[src/rtl/bqs_pkg.sv]
// Shared types, constants and the shift rule for the block-floating-point scheduler.
package bqs_pkg;

    typedef enum logic [1:0] {
        FILL  = 2'd0,
        CALC  = 2'd1,
        DRAIN = 2'd2
    } state_t;

    localparam int T_INT8  = 7;
    localparam int T_INT4  = 3;
    localparam int SHIFT_W = 5;

    // Right-shift that brings a value of bit length len under the target magnitude width.
    function automatic logic [SHIFT_W-1:0] shift_from_len(input int len, input logic int4);
        int t;
        int s;
        t = int4 ? T_INT4 : T_INT8;
        s = (len > t) ? (len - t) : 0;
        if (s > 31) s = 31;
        return SHIFT_W'(s);
    endfunction

endpackage

[src/rtl/bqs_lead_one.sv]
// Combinational leading-one detector: returns the bit length of val (0 when val is 0).
module bqs_lead_one #(
    parameter int W     = 17,
    parameter int LEN_W = 5
) (
    input  logic [W-1:0]     val,
    output logic [LEN_W-1:0] len
);

    always_comb begin
        len = '0;
        for (int i = 0; i < W; i++) begin
            if (val[i]) len = LEN_W'(i + 1);
        end
    end

endmodule

[src/rtl/blk_quant_sched.sv]
// Block-floating-point scheduler: buffers BLK samples, derives one right-shift per block, replays them.
// Optional build macro BQS_FIXED_SHIFT_EN adds a fixed-shift override sampled in CALC.
//
// state | meaning
// FILL  | accept samples into the buffer, track max |x|
// CALC  | one cycle: register the block shift
// DRAIN | replay buffered samples with the shift attached
module blk_quant_sched
    import bqs_pkg::*;
#(
    parameter int IN_W = 16,
    parameter int BLK  = 16
) (
    input  logic               clk,
    input  logic               rst,
    input  logic               cfg_int4,
`ifdef BQS_FIXED_SHIFT_EN
    input  logic               cfg_fix_en,
    input  logic [SHIFT_W-1:0] cfg_fix_shift,
`endif
    input  logic               s_valid,
    output logic               s_ready,
    input  logic [IN_W-1:0]    s_data,
    output logic               m_valid,
    input  logic               m_ready,
    output logic [IN_W-1:0]    m_data,
    output logic [SHIFT_W-1:0] m_shift,
    output logic               m_int4,
    output logic               m_last
);

    localparam int              IDX_W    = $clog2(BLK);
    localparam int              LEN_W    = $clog2(IN_W + 2);
    localparam logic [IDX_W-1:0] LAST_IDX = IDX_W'(BLK - 1);

    state_t             state, state_nxt;
    logic [IDX_W-1:0]   wr_idx, rd_idx;
    logic [IN_W:0]      maxabs, abs_in, sext_in;
    logic [IN_W-1:0]    sample_mem [BLK];
    logic [SHIFT_W-1:0] shift_q, shift_calc;
    logic               int4_q;
    logic [LEN_W-1:0]   len;
    logic               s_acc, m_acc;

    // Magnitude is one bit wider than the sample so the most negative value is exact.
    always_comb begin
        sext_in = {s_data[IN_W-1], s_data};
        abs_in  = s_data[IN_W-1] ? (~sext_in + 1'b1) : sext_in;
    end

    bqs_lead_one #(.W(IN_W + 1), .LEN_W(LEN_W)) u_lead_one (
        .val (maxabs),
        .len (len)
    );

    assign shift_calc = shift_from_len(int'(len), int4_q);
    assign s_acc      = s_valid & s_ready;
    assign m_acc      = m_valid & m_ready;

    always_ff @(posedge clk or posedge rst) begin
        if (rst) state <= FILL;
        else     state <= state_nxt;
    end

    always_comb begin
        state_nxt = state;
        case (state)
            FILL:    if (s_acc && wr_idx == LAST_IDX) state_nxt = CALC;
            CALC:    state_nxt = DRAIN;
            DRAIN:   if (m_acc && rd_idx == LAST_IDX) state_nxt = FILL;
            default: state_nxt = FILL;
        endcase
    end

    always_comb begin
        s_ready = (state == FILL) && !rst;
        m_valid = (state == DRAIN);
        m_last  = (state == DRAIN) && (rd_idx == LAST_IDX);
    end

    assign m_data  = sample_mem[rd_idx];
    assign m_shift = shift_q;
    assign m_int4  = int4_q;

    always_ff @(posedge clk) begin
        if (s_acc) sample_mem[wr_idx] <= s_data;
    end

    always_ff @(posedge clk or posedge rst) begin
        if (rst) begin
            wr_idx  <= '0;
            rd_idx  <= '0;
            maxabs  <= '0;
            shift_q <= '0;
            int4_q  <= 1'b0;
        end else begin
            case (state)
                FILL: begin
                    if (s_acc) begin
                        wr_idx <= wr_idx + 1'b1;
                        if (abs_in > maxabs) maxabs <= abs_in;
                        if (wr_idx == '0) int4_q <= cfg_int4;
                    end
                end
                CALC: begin
`ifdef BQS_FIXED_SHIFT_EN
                    shift_q <= cfg_fix_en ? cfg_fix_shift : shift_calc;
`else
                    shift_q <= shift_calc;
`endif
                end
                DRAIN: begin
                    if (m_acc) begin
                        rd_idx <= rd_idx + 1'b1;
                        if (rd_idx == LAST_IDX) begin
                            maxabs <= '0;
                            wr_idx <= '0;
                            rd_idx <= '0;
                        end
                    end
                end
                default: ;
            endcase
        end
    end

endmodule

[config.mk]
export PLATFORM = sky130hd
export DESIGN_NAME = blk_quant_sched
export DESIGN_NICKNAME = d
export VERILOG_FILES = /design/src/rtl/bqs_pkg.sv /design/src/rtl/bqs_lead_one.sv /design/src/rtl/blk_quant_sched.sv
export SDC_FILE = /design/constraint.sdc
export NUM_CORES = 1
export LEC_CHECK = 0
export ABC_AREA = 0
export CORE_UTILIZATION = 55
export DETAILED_ROUTE_END_ITERATION = 10
export PLACE_DENSITY = 0.73
export SYNTH_ARGS = -nofsm -noshare
export SYNTH_HDL_FRONTEND = slang
export SYNTH_HIERARCHICAL = 1
export SYNTH_SLANG_ARGS = --single-unit
[constraint.sdc]
create_clock -name clk -period 7.1 [get_ports clk]
set_input_delay 1.42 -clock clk [delete_from_list [all_inputs] [get_ports clk]]
set_output_delay 1.42 -clock clk [all_outputs]
set_load 0.02 [all_outputs]
-- Word-level counts from Yosys, hierarchy flattened
Memories as Yosys holds them, arrays and structs flattened.
Cells that the tools add are included.
- register bits: 33
- bits in latches: 0
- RAM bits: 256
- ROM bits: 0
- input port bits: 21
- output and inout bits: 25
- logic and storage cells: 76
- memories: 1
- $add $sub $neg: 4
- multipliers: 0
- div/mod/pow operators: 0
- $lt $le $gt $ge: 3
- equal/unequal tests: 10
- shift operators: 0
- muxes and demuxes: 36
- bitwise operators: 3
- reductions and logical operators: 13
- memory list (memory ; words ; bits a word ; rd ports ; clocked after memory_dff ; wr ports ; line ; RTL):
    sample_mem ; 16 ; 16 ; 1 ; 0 ; 1 ; blk_quant_sched.sv:39 ; logic [IN_W-1:0] sample_mem [BLK];
- operators with widths (cell ; number):
    two-way mux 17 bit ; 5
    two-way mux 4 bit ; 12
    one-hot mux 17 bit (2 select lines) ; 1
    greater-than comparator 32 x 6 -> 1 bit, second input constant ; 1
    two-way mux 32 bit ; 1
    adder 17 x 1 -> 17 bit, second input constant ; 1
    greater-than comparator 17 bit ; 1
    NOT 17 bit ; 1
    two-way mux 3 bit ; 5
    two-way mux 5 bit ; 3
    adder 4 x 1 -> 4 bit, second input constant ; 2
    equality test 4 bit, second input constant ; 2
    two-way mux 2 bit ; 4
    != test 2 x 1 -> 1 bit, second input constant ; 4
    one-hot mux 4 bit (2 select lines) ; 1
    one-hot mux 2 bit (3 select lines) ; 1
    subtractor 5 x 3 -> 6 bit ; 1
    greater-than comparator 5 x 3 -> 1 bit ; 1
    AND reduction 5 bit ; 1
    logical AND 1 bit ; 4
    logical NOT 4 bit ; 1
    != test 2 bit, second input constant ; 2
    AND reduction 2 bit ; 2
    AND reduction 4 bit ; 1
    8 further kinds ; 11

-- Logic depth before layout (Yosys ltp)
Gate-level depths: netlist of run 1.
- depth after elaboration: 21
- gate-level depth with buffers: 14
- gate-level depth less buffers: 13

-- Cells and area by module
The synthesis of run 1 kept the hierarchy.
- by module, submodules not included (module ; times used ; cells each ; area an instance (µm²) ; seq. area each (µm²)):
    blk_quant_sched ; 1 ; 618 ; 11915.2 ; 8513.2
    bqs_lead_one ; 1 ; 28 ; 163.9 ; 0.0

-- Worst setup path before layout of run 1
Ideal clock, no wire load.
- path kind: input -> register
- from: input port s_data[5]
- to: register maxabs[10]
- setup time: 0.079 ns
- arrival: 4.694 ns
- data required time: 7.021 ns
- path slack: 2.326 ns
- cell stages on the path: 12
- path buffers: 1
- path through: or4_4 -> or2_4 -> or3_4 -> o31ai_4 -> xnor2_1 -> ha_1 -> nand4_1 -> nor4_1 -> a22oi_1 -> o32ai_2 -> buf_2 -> mux2i_1
- longest elaborated chain between the ends: 6
- elaborated cells between the ends (all ways): 9
- classes of those cells: 1 x add/sub; 1 x order compare; 1 x eq/ne; 4 x mux; 1 x bitwise; 1 x reduce/logical
- ends and longest elaborated chain (what ; line ; RTL):
    from (decl) ; blk_quant_sched.sv:23 ; input logic [IN_W-1:0] s_data,
    NOT 17 bit ; blk_quant_sched.sv:48 ; abs_in = s_data[IN_W-1] ? (~sext_in + 1'b1) : sext_in;
    adder 17 x 1 -> 17 bit ; blk_quant_sched.sv:48 ;
    two-way mux 17 bit (*) ; blk_quant_sched.sv:48 ;
    greater-than comparator 17 bit / two-way mux 17 bit (equally long branches) ; blk_quant_sched.sv:101 ; if (abs_in > maxabs) maxabs <= abs_in;
    != test 2 x 1 -> 1 bit (no line) / two-way mux 17 bit (equally long branches) ; -- ;
    AND reduction 5 bit (no line) / one-hot mux 17 bit (2 select lines) (equally long branches) ; -- ;
    to (signal assigned) ; blk_quant_sched.sv:101 ;
    to (decl) ; blk_quant_sched.sv:38 ; logic [IN_W:0] maxabs, abs_in, sext_in;
Every way passes the cells marked *; elsewhere a longest branch is shown, timed or not. The select of a mux whose other input is x is not followed.
A chain may end at the register's enable or synchronous reset.

-- Final worst setup path of run 1
- from: input port s_data[6]
- to: register maxabs[4]
- longest elaborated chain between the ends: 6
- ends and longest elaborated chain (what ; line):
    NOT 17 bit ; blk_quant_sched.sv:48
    adder 17 x 1 -> 17 bit ; blk_quant_sched.sv:48
    two-way mux 17 bit (*) ; blk_quant_sched.sv:48
    greater-than comparator 17 bit (*) ; blk_quant_sched.sv:101
    != test 2 x 1 -> 1 bit (no line) (*) ; --
    AND reduction 5 bit (no line) (*) ; --
Every way passes the cells marked *; elsewhere a longest branch is shown, timed or not.

==> run summary, run 1 <==
Fin. Hold Viols: 0
GRT Overall Usage: 24.3%
Final Critical Period: 5.38 ns
vias per cell: 6.20
Setup TNS: 0 ns
CTS Buffer Depth: 3
vias in the first global route: 6,651
Max Cap Violations: 0
DRC errors left: 0
nets@finish: 768
Post-synth EDFFs: 256
core area: 21,300 µm²
initial antenna violation count: 0
worst skew pair latency: 0.53 ns
HP Class: flop to flop
Clock transition at path regs: 0.06 ns
CTS Root Cell: clkbuf_16
DIE WIDTH: 150 µm
number of buffers created by CTS: 28
crit path kind: input port to flop
Avg WL per Cell: 25.5 µm
VDD IR-drop max: 0.000417 V
post-layout util: 65.4%
cts-stage hold buffer count: 0
Top FF cell, synth: edfxtp_1
Distinct cells, synth: 48
CP arrival: 5.84 ns
Lkg Pwr: 4.66 nW
IO buf count: 45
relative slew slack: 19.8%
syn nets: 692
Pwr Density: 362 nW/µm²
endpoints failing setup: 0
# clock sinks: 289
Routed WL: 25.9 mm
I/O pins: 46
sequential share of the synthesized area: 70.5%
count of state elements after synthesis: 289
H-tree levels: 1
cells resized by post-CTS repair: 0
Multi-input gate area: 3380 µm²
Mapped Area: 12,100 µm²
via count: 6,301
Worst Path Required: 7.56 ns
critical path fanouts, max: 18
diode count: 0
layout cells sized above 1: 23.3%
Placer Congestion: 0.856
Initial Utilization: 56.7%
fin area: 13,900 µm²
First DRT Iteration DRCs: 387
period utilization: 75.8%
antenna viol nets, final: 0
die area: 22,600 µm²
status: completed
Min Hold Slack: 0.494 ns
CTS tree: built
Overflow after GRT: 0
DP Area: 13,000 µm²
slew at the pin closest to its max-slew limit: 1.19 ns
Max Slew Vio Count: 0
Setup crit start kind: input port
register area: 8520 µm²
area delta synth->final: 15.3%
Syn Area/Cell: 18.7 µm²
hpwl dp: 15.7 mm
Post-CTS Setup Bufs: 0
ys async rst share: 11.4%
drt pass-1 iters: 7
fmax: 186 MHz
row count: 53
RSZ-0062 raised after global routing: no
DIE HEIGHT: 150 µm
# fillers: 1,424
Yosys warning count: 6
crit path capture type: flop
largest net degree at the start of global routing: 44
global-route wire length before repair: 39.7 mm
skew final: 0.0123 ns
Mapped Cells: 646
## registers in the layout, indices dropped and copies added (netlist names)
register and count:
rd_idx 4, maxabs 17, m_shift 5, wr_idx 4, sample_mem 256, m_int4 1
state 2
## worst paths after layout
| check | to | slack (ns) | depth (start not counted) | startpoint |
|---|---|---|---|---|
| min in group asynchronous | rd_idx[0]$_DFFE_PP0P_ | 1.11 | 2 | rst |
| max in group asynchronous | maxabs[13]$_DFFE_PP0P_ | 5.37 | 3 | rst |
| hold / removal | m_shift[0]$_DFFE_PP0N_ | 0.49 | 2 | m_shift[0]$_DFFE_PP0N_ |
| setup / recovery | maxabs[4]$_DFFE_PP0P_ | 1.72 | 15 | s_data[6] |
| hold reg to reg | m_shift[0]$_DFFE_PP0N_ | 0.49 | 2 | m_shift[0]$_DFFE_PP0N_ |
| setup reg to reg | sample_mem[14][6]$_DFFE_PP_ | 4.15 | 5 | state[1]$_DFFE_PP0P_ |
## layer usage
layer / GRT usage [%] / up-vias / wire length, µm
li1: - / 2752 / -
met1: 34.5 / 3283 / 10800
met2: 39.9 / 227 / 12800
met3: 2.33 / 39 / 1540
met4: 7.93 / 0 / 743
met5: 0 / - / 0
## cells in the mapped netlist (2+ instances only)
library cell / n / share of area [%]
a22oi_1: 2 / 0.12
a32o_1: 11 / 0.91
nand3_1: 3 / 0.12
nand2b_1: 4 / 0.21
inv_1: 36 / 1.1
a21oi_1: 11 / 0.46
mux4_2: 80 / 15
and3_1: 4 / 0.21
clkbuf_1: 24 / 0.75
o31ai_1: 5 / 0.31
nand4_1: 5 / 0.26
buf_2: 3 / 0.12
nor3_1: 7 / 0.29
ha_1: 25 / 2.6
and2_1: 2 / 0.10
or4_1: 2 / 0.12
nor2_1: 25 / 0.78
a211oi_1: 4 / 0.25
o21ai_0: 17 / 0.70
mux2i_1: 5 / 0.41
nor2b_1: 3 / 0.16
edfxtp_1: 256 / 64
nor4_1: 6 / 0.31
o41ai_1: 3 / 0.22
nand2_1: 32 / 0.99
dfrtp_1: 33 / 6.8
xnor2_1: 15 / 1.1
mux2_2: 2 / 0.19
xor2_1: 2 / 0.15
## area by class of cell
cell class,count,area share [%]
flip-flops and latches,289,61.2
clock buffers,33,5.32
clock inverters,17,1.01
well taps,275,2.47
inverters,36,0.971
multi-input cells,293,24.3
repair buffers,74,4.80
## cells in the final DEF (no fill, tap or decap), drive strengths merged, types with 3 or more instances in the layout
cell type      netlist  final
inv                 36     36
a32o                11     11
or4                  3      3
nand4                5      5
mux4                80     80
xnor2               15     15
a211oi               4      4
clkinv               0     13
mux2i                5      5
o31ai                6      6
ha                  25     25
nor3                 7      7
a21oi               11     11
dfrtp               33     33
and3                 4      4
nor2                25     25
clkbuf              24     33
nor4                 7      7
nor2b                3      3
edfxtp             256    256
o21ai               18     18
buf                  4     29
clkdlybuf4s50        0     45
nand3                3      3
o41ai                4      4
nand2b               4      4
nand2               32     32
## cell families after synthesis
kind of cell / share of synthesized area [%]
flip-flops: 70.5
AND/OR/NAND/NOR: 4.09
multiplexers: 15.5
AO/OA/AOI/OAI: 4.04
buffers and inverters: 2.02
adder cells (fa/ha/maj): 2.59
XOR/XNOR: 1.23
other: 0.0310
## power breakdown
group / internal (mW) / leakage [nW] / total [mW] / switching [mW]
Clock: 0.815 / 0.428 / 1.42 / 0.607
Sequential: 1.93 / 2.73 / 2.13 / 0.200
Combinational: 0.798 / 1.50 / 1.49 / 0.688
Total: 3.54 / 4.66 / 5.04 / 1.49
## worst max-delay path: stages
cell and delay (ns):
clkdlybuf4s50_1 0.41, buf_4 0.20, or4_4 0.54, or2_4 0.26, or3_4 0.40, o31ai_4 0.23
xnor2_1 0.13, ha_1 0.33, nand4_1 0.15, nor4_1 0.38, a22oi_1 0.11, buf_4 0.20
o32ai_2 0.60, buf_4 0.30, a32o_1 0.16
## per-stage QoR
| step | setup WS, ns | std cells | power [mW] |
|---|---|---|---|
| 2_1_floorplan | 2.33 | 646 | 3.16 |
| 3_3_place_gp | 1.26 | 967 | 3.62 |
| 3_5_place_dp | 1.19 | 967 | 3.66 |
| 4_1_cts | 1.73 | 1017 | 5.09 |
| 5_1_grt | 1.41 | 1017 | 5.27 |
| 6_report | 1.72 | 1017 | 5.04 |
(Power assumes the default switching activity.)
==> inputs of run 2 (changes only) <==
--- a/config.mk
+++ b/config.mk
@@ -8,7 +8,7 @@
 export ABC_AREA = 0
 export CORE_UTILIZATION = 55
 export DETAILED_ROUTE_END_ITERATION = 10
-export PLACE_DENSITY = 0.73
+export PLACE_DENSITY = 0.76
 export SYNTH_ARGS = -nofsm -noshare
 export SYNTH_HDL_FRONTEND = slang
 export SYNTH_HIERARCHICAL = 1
==> constraint.sdc (replaced) <==
create_clock -name clk -period 4.8 [get_ports clk]
set_input_delay 0.96 -clock clk [delete_from_list [all_inputs] [get_ports clk]]
set_output_delay 0.96 -clock clk [all_outputs]
set_load 0.02 [all_outputs]
==> run summary, run 2 (synthesis results as in run 1) <==
I/O pins: 46 (unchanged)
DIE WIDTH: 150 µm (unchanged)
GRT Overall Usage: 25.6% (+1.3 points)
# fillers: 1,346 (-5.5%)
Pwr Density: 536 nW/µm² (+48%)
CTS Root Cell: clkbuf_16
DIE HEIGHT: 150 µm (unchanged)
post-layout util: 66.4% (+0.96 points)
global-route wire length before repair: 41.1 mm (+3.7%)
antenna viol nets, final: 0 (unchanged)
crit path capture type: flop
endpoints failing setup: 0 (unchanged)
area delta synth->final: 17.0%
cts-stage hold buffer count: 0 (unchanged)
H-tree levels: 1 (unchanged)
HP Class: flop to flop
Post-CTS Setup Bufs: 0 (unchanged)
core area: 21,300 µm² (unchanged)
relative slew slack: 53.1% (+33 points)
Max Slew Vio Count: 0 (unchanged)
Clock transition at path regs: 0.06 ns (about the same)
IO buf count: 45 (unchanged)
vias per cell: 6.37 (+2.8%)
row count: 53 (unchanged)
First DRT Iteration DRCs: 680 (+76%)
Lkg Pwr: 4.79 nW (+2.7%)
vias in the first global route: 6,859 (+3.1%)
worst skew pair latency: 0.54 ns (about the same)
most common cell after layout, fill and taps aside: edfxtp_1
cells resized by post-CTS repair: 0 (unchanged)
Tot Pwr: 7.58 mW (+50%)
diode count: 0 (unchanged)
status: completed
initial antenna violation count: 0 (unchanged)
Setup crit start kind: input port
Max Cap Violations: 0 (unchanged)
CTS tree: built
slew at the pin closest to its max-slew limit: 0.703 ns (-0.490 ns)
Overflow after GRT: 0 (unchanged)
CP max stage cell: or4_4
period utilization: 95.1%
max FFs per register: 256 (unchanged)
number of buffers created by CTS: 27 (-3.6%)
drt pass-1 iters: 4 (-3)
layout cells sized above 1: 25.0% (+1.7 points)
hpwl dp: 16.0 mm (+2.0%)
VDD IR-drop max: 0.000380 V (-8.8%)
Worst Path Required: 5.21 ns (-2.35 ns)
Initial Utilization: 56.7% (unchanged)
CP arrival: 4.98 ns (-0.86 ns)
Final Critical Period: 4.56 ns
worst-path cell chain: clkdlybuf4s50_1, or4_4, or2_4, or3_4, o31ai_4, xnor2_1, ha_1, nand4_1, nor4_1, a211oi_1, a22oi_1, o32ai_2, buf_4, a32o_1
fmax: 219 MHz
Setup TNS: 0 ns (unchanged)
nets@finish: 787 (+2.5%)
# clock sinks: 289 (unchanged)
crit path kind: input port to flop
Fin. Hold Viols: 0 (unchanged)
RSZ-0062 raised after global routing: no
largest net degree at the start of global routing: 61 (+39%)
commonest cells after routing, fill and taps aside: edfxtp_1 (256), mux4_2 (80), buf_4 (46)
Placer Congestion: 0.861 (+0.63%)
Avg WL per Cell: 26.2 µm (+2.9%)
critical path fanouts, max: 10 (-8)
DRC errors left: 0 (unchanged)
Routed WL: 27.2 mm (+4.8%)
CTS Buffer Depth: 3 (unchanged)
worst stage delay on the critical path: 0.60 ns (about the same)
Biggest register: sample_mem
via count: 6,601 (+4.8%)
skew final: 0.0156 ns (+0.00327 ns)
die area: 22,600 µm² (unchanged)
## run 2: path summary, 6_finish.rpt
check | from | end | slack (ns) | depth (start not counted)
max reg2reg | state[1]$_DFFE_PP0P_ | sample_mem[12][12]$_DFFE_PP_ | 2.16 | 5
max in group asynchronous | rst | rd_idx[0]$_DFFE_PP0P_ | 3.62 | 3
max | s_data[5] | maxabs[14]$_DFFE_PP0P_ | 0.24 | 14
min in group asynchronous | rst | state[0]$_DFFE_PP0P_ | 0.85 | 3
min reg2reg | m_shift[2]$_DFFE_PP0N_ | m_shift[2]$_DFFE_PP0N_ | 0.49 | 2
min | m_shift[2]$_DFFE_PP0N_ | m_shift[2]$_DFFE_PP0N_ | 0.49 | 2
## run 2: final cells by class
cell class / instances / area (µm²) / area share (%)
clock inverter: 12 / 111 / 0.788
inverter: 36 / 135 / 0.957
timing repair buffer: 94 / 856 / 6.06
clock buffer: 37 / 796 / 5.63
sequential: 289 / 8520 / 60.3
tap: 275 / 344 / 2.44
multi-input combinational: 293 / 3370 / 23.8
## run 2: metal layers
layer	GRT usage (%)	wire length [µm]
met5	0	0
met4	8.48	729
met3	4.30	2240
met2	41.7	13500
met1	35.5	10700
## run 2: metrics by stage
| stage | std cells | worst slack [ns] | hold WS (ns) | area [µm²] |
|---|---|---|---|---|
| 2_1_floorplan | 646 | 0.486 | 0.492 | 12100 |
| 3_3_place_gp | 987 | -0.204 | 0.473 | 13200 |
| 3_5_place_dp | 987 | -0.266 | 0.475 | 13200 |
| 4_1_cts | 1036 | 0.288 | 0.494 | 14100 |
| 5_1_grt | 1036 | 0.0386 | 0.541 | 14100 |
| 6_report | 1036 | 0.236 | 0.494 | 14100 |
## run 2: critical path: cells and delay by family
| kind | cells | cell delay [ns] |
|---|---|---|
| adders and majority gates | 1 | 0.34 |
| buffers and inverters | 2 | 0.73 |
| and+or+nand+nor | 5 | 1.81 |
| AOI/OAI and AO/OA | 5 | 0.98 |
| xor gates and xnor gates | 1 | 0.13 |
## run 2: where the power goes
group          switching [mW]  total, mW  internal (mW)  leakage [nW]
sequential              0.219       3.07           2.85          2.73
clock                   0.894       2.16           1.26         0.445
combinational            1.11       2.35           1.23          1.61
==> patch 1: new RTL, flow settings as in run 1 <==
Add a define of `BQS_FIXED_SHIFT_EN`.
--- a/src/rtl/blk_quant_sched.sv
+++ b/src/rtl/blk_quant_sched.sv
@@ -7,2 +7,4 @@
 // DRAIN | replay buffered samples with the shift attached
+`define BQS_FIXED_SHIFT_EN
+
 module blk_quant_sched
Interface: changed (added cfg_fix_en and cfg_fix_shift); port bits go from 46 to 52. The function was not compared with the original's and may differ.
==> patch 1 against run 1 <==
Hold slack better by 0.00050 ns. Global-route usage about the same. Count of clock-buffer cells in the layout down 1. Clock power up 8%. Design area up 0.31%. Synthesized cell count down 0.31%. Maximum frequency down 0.73%. Total power up 4.5%. Setup slack worse by 0.039 ns. Area after synthesis down 0.13%. Wire length up 0.65%. Clock skew down 0.0029 ns. Sequential cell count unchanged. Die area down 0.13%. Largest power group unchanged.
==> patch 1: results (changes against run 1) <==
metric;value;unit;change
status;completed;;
Synth area leaders;edfxtp_1, mux4_2, dfrtp_1, ha_1, a32o_1;;
Peak VDD IR;222;µV;-47%
slowest CP cell;o21ai_1;;
Starting DRT DRC Count;533;;+38%
post-synthesis sequential area ratio;70.6;%;+0.095 points
Yosys cell types;44;;-8.3%
DR vias;6383;;+1.3%
router iterations before antenna repair;5;;-2
pwr dens;377;nW/µm²;+4.2%
EDFF count, synth;256;;unchanged
CP max FO;21;;+3
r2r setup slk;4.27;ns;+0.12 ns
initial antenna violation count;0;;unchanged
Nets;769;;+0.13%
Worst slew margin;15.2;%;-4.6 points
worst reg-to-reg path cell count;4;;-1
Post-Synthesis Net Count;696;;+0.58%
Post-route DRC;0;;unchanged
Pleak;4.63;nW;-0.59%
hpwl dp;14800;µm;-5.8%
Hold Slack;0.494;ns;+0.000504 ns
Worst Hold Class;flop to flop;;
RR Startpoint;state[1];;
first-pass GRT wire length;39100;µm;-1.5%
H-tree depth;1;;unchanged
hold path cells;2;;unchanged
# fillers;1405;;-1.3%
GRT Total Usage;24.2;%;about the same
DP Worst Slack;1.16;ns;-0.0348 ns
critical path arrival;5.89;ns;+0.05 ns
post-CTS sizing;0;;unchanged
capturing point of the worst reg2reg path;sample_mem[12][6];;
Worst Hold End;m_shift[1];;
postcts setup bufs;0;;unchanged
Clk Latency, worst-skew pair;0.54;ns;
Worst Skew;0.00940;ns;-0.00289 ns
post-synthesis cell count;644;;-0.31%
clock tree root buffer cell;clkbuf_16;;
top cells by instance count after synthesis;edfxtp_1, mux4_2, inv_1, dfrtp_1, nand2_1;;
largest net degree at the start of global routing;37;;-16%
Ys Warns;6;;unchanged
Placed Area;13000;µm²;-0.22%
Largest Register;sample_mem;;
layout cell share with drive strength beyond 1;22.4;%;-0.96 points
port buffer count;51;;+13%
CP peak stage delay;0.89;ns;+0.29 ns
Worst path top cell family by delay;simple AND/OR/NAND/NOR gates;;
vias in the first global route;6558;;-1.4%
max reg flops;256;;unchanged
clock buffer count from CTS;28;;unchanged
Placer Congestion;0.814;;-4.8%
fraction of registers with async set/reset;11.4;%;unchanged
Inst Count DP;962;;-0.52%
clock-pin transition on the worst setup and hold timing paths;0.06;ns;about the same
Final min period;5.42;ns;+0.0395 ns
Hold Crit Start;m_shift[1];;
Clock Path Buffers;3;;unchanged
wire per inst;25.7;µm;+1.0%
routed wire length;26100;µm;+0.65%
==> patch 1: changes by cell type after synthesis, moves of 3 or more <==
cell / run 1 / this run
a32o_1: 11 / 16
nor2_1: 25 / 21
o21ai_0: 17 / 21
a21oi_1: 11 / 15
clkbuf_1: 24 / 21
nand2_1: 32 / 28
mux2i_1: 5 / 0
==> patch 1: cells by family (layout without fill, tap and decap cells) <==
| family | Yosys count | count (layout) | synth area share [%] |
|---|---|---|---|
| fa+ha+maj | 25 | 25 | 2.59 |
| xor+xnor | 18 | 18 | 1.31 |
| buf+inv | 61 | 155 | 1.94 |
| simple gates | 94 | 94 | 4.02 |
| flops | 289 | 289 | 70.6 |
| other cells | 1 | 1 | 0.0311 |
| mux | 81 | 81 | 15.0 |
| compound gates | 75 | 75 | 4.50 |
==> patch 1: final cells by class <==
type	count	share of cell area [%]
well taps	275	2.46
flip-flops and latches	289	61.0
repair buffers	70	4.68
clock inverters	19	1.54
inverters	34	0.914
clock buffers	32	5.28
multi-input cells	294	24.1
==> patch 1: worst max-delay path by stage <==
stage               from    endpoint
6_report       s_data[3]   maxabs[1]
4_1_cts        s_data[3]   maxabs[1]
5_1_grt        s_data[3]   maxabs[0]
2_1_floorplan  s_data[5]  maxabs[16]
3_5_place_dp   s_data[3]   maxabs[1]
3_3_place_gp   s_data[3]   maxabs[0]
==> patch 1: routing by layer <==
layer | vias up | GRT usage, % | routed length, µm
met5 | - | 0 | 0
met4 | 0 | 6.41 | 523
met2 | 222 | 41.5 | 13400
li1 | 2767 | - | -
met1 | 3357 | 32.9 | 10700
met3 | 37 | 3.48 | 1530
==> patch 1: report_power, final <==
group          total (mW)  switching, mW  internal (mW)
sequential           2.15          0.202           1.94
combinational        1.58          0.750          0.835
clock                1.53          0.611          0.921
total                5.26           1.56           3.70
==> patch 2: new RTL, config.mk and constraints of run 1 <==
Without the edit above. Reset style: synchronous (`rst`), changed in 2 clocked blocks.
--- a/src/rtl/blk_quant_sched.sv
+++ b/src/rtl/blk_quant_sched.sv
@@ -59,3 +59,3 @@
 
-    always_ff @(posedge clk or posedge rst) begin
+    always_ff @(posedge clk) begin
         if (rst) state <= FILL;
@@ -88,3 +88,3 @@
 
-    always_ff @(posedge clk or posedge rst) begin
+    always_ff @(posedge clk) begin
         if (rst) begin
Check against the original RTL: differs if rst is asserted again (counterexample within 4 cycles, from zero or initial values and one cycle with rst high); with rst held inactive, the same outputs for 10 cycles.
==> patch 2 against run 1 <==
Wire length is 1.3% lower. Clock skew is 0.0012 ns lower. Design area is 0.44% higher. Global-route usage is 0.43 points lower. Non-clock buffer count stayed put. Die area is 0.17% lower. Synthesized cell count is 2.8% higher. Sequential cell count is 4 higher. Hold slack worse by 0.0024 ns. Area after synthesis is 0.18% lower. Register-to-register slack worse by 0.18 ns. Setup slack worse by 0.15 ns.
Power is not compared: it rests on default switching activity, and its combinational part moved more than twofold at a synthesized area within 25%.
==> patch 2: results (changes against run 1) <==
metric;value;unit;change
status;completed;;
Yosys cell types;50;;+4.2%
met2 wire len;12400;µm;-3.4%
top cells by instance count after synthesis;edfxtp_1, mux4_2, dfxtp_1, nor2_1, inv_1;;
Synth Area in XOR/XNOR;1.45;%;+0.22 points
met1 WL;10400;µm;-4.2%
Final min period;5.54;ns;+0.155 ns
router iterations before antenna repair;5;;-2
routed wire length;25600;µm;-1.3%
layout cell share with drive strength beyond 1;24.2;%;+0.90 points
DR vias;6470;;+2.7%
largest net degree at the start of global routing;49;;+11%
critical path arrival;5.99;ns;+0.15 ns
CP max FO;20;;+2
slowest CP cell;clkdlybuf4s50_1;;
Placed Area;13000;µm²;-0.36%
vias in the first global route;6689;;+0.57%
Worst slew margin;22.4;%;+2.6 points
hpwl dp;15500;µm;-1.3%
Placer Congestion;0.916;;+7.1%
syn avg cell area;18.2;µm²;-2.9%
multiplexer share of the synthesized area;15.0;%;-0.49 points
Hold Slack;0.491;ns;-0.00236 ns
met3 WL;1970;µm;+28%
CP peak stage delay;0.73;ns;+0.13 ns
Compound-Gate Fraction of Synth Area;4.18;%;+0.14 points
wire per inst;24.6;µm;-3.4%
-- patch 2: changes by cell type after synthesis, sizes merged, moves of 8 or more --
cell	delta
a32o	-11
nand2	-11
clkbuf	-8
nand3	+18
dfrtp	-33
a21oi	+8
buf	+10
o31ai	+11
dfxtp	+37
nor2	+10
-- patch 2: area by class of cell --
class,count,area [µm²]
tap,275,344
sequential,293,8430
clock buffer,37,777
timing repair buffer,74,668
inverter,29,109
fill,1450,7300
clock inverter,19,213
multi-input combinational,312,3440
-- patch 2: worst paths after layout --
path / end / from
min: maxabs[0] / maxabs[0]
max: maxabs[8] / s_data[0]
min reg2reg: maxabs[0] / maxabs[0]
max reg2reg: maxabs[8] / state[1]
-- patch 2: logic make-up after synthesis --
logic type | Yosys count
compound gates | 72
buf+inv | 59
flops | 293
other cells | 1
xor+xnor | 20
simple gates | 113
mux | 81
fa+ha+maj | 25
-- patch 2: layer usage --
layer  track usage [%]  vias up
met5                 0        -
met4              8.48        0
met3              4.05       69
met2              38.8      275
met1              32.6     3303
li1                  -     2823
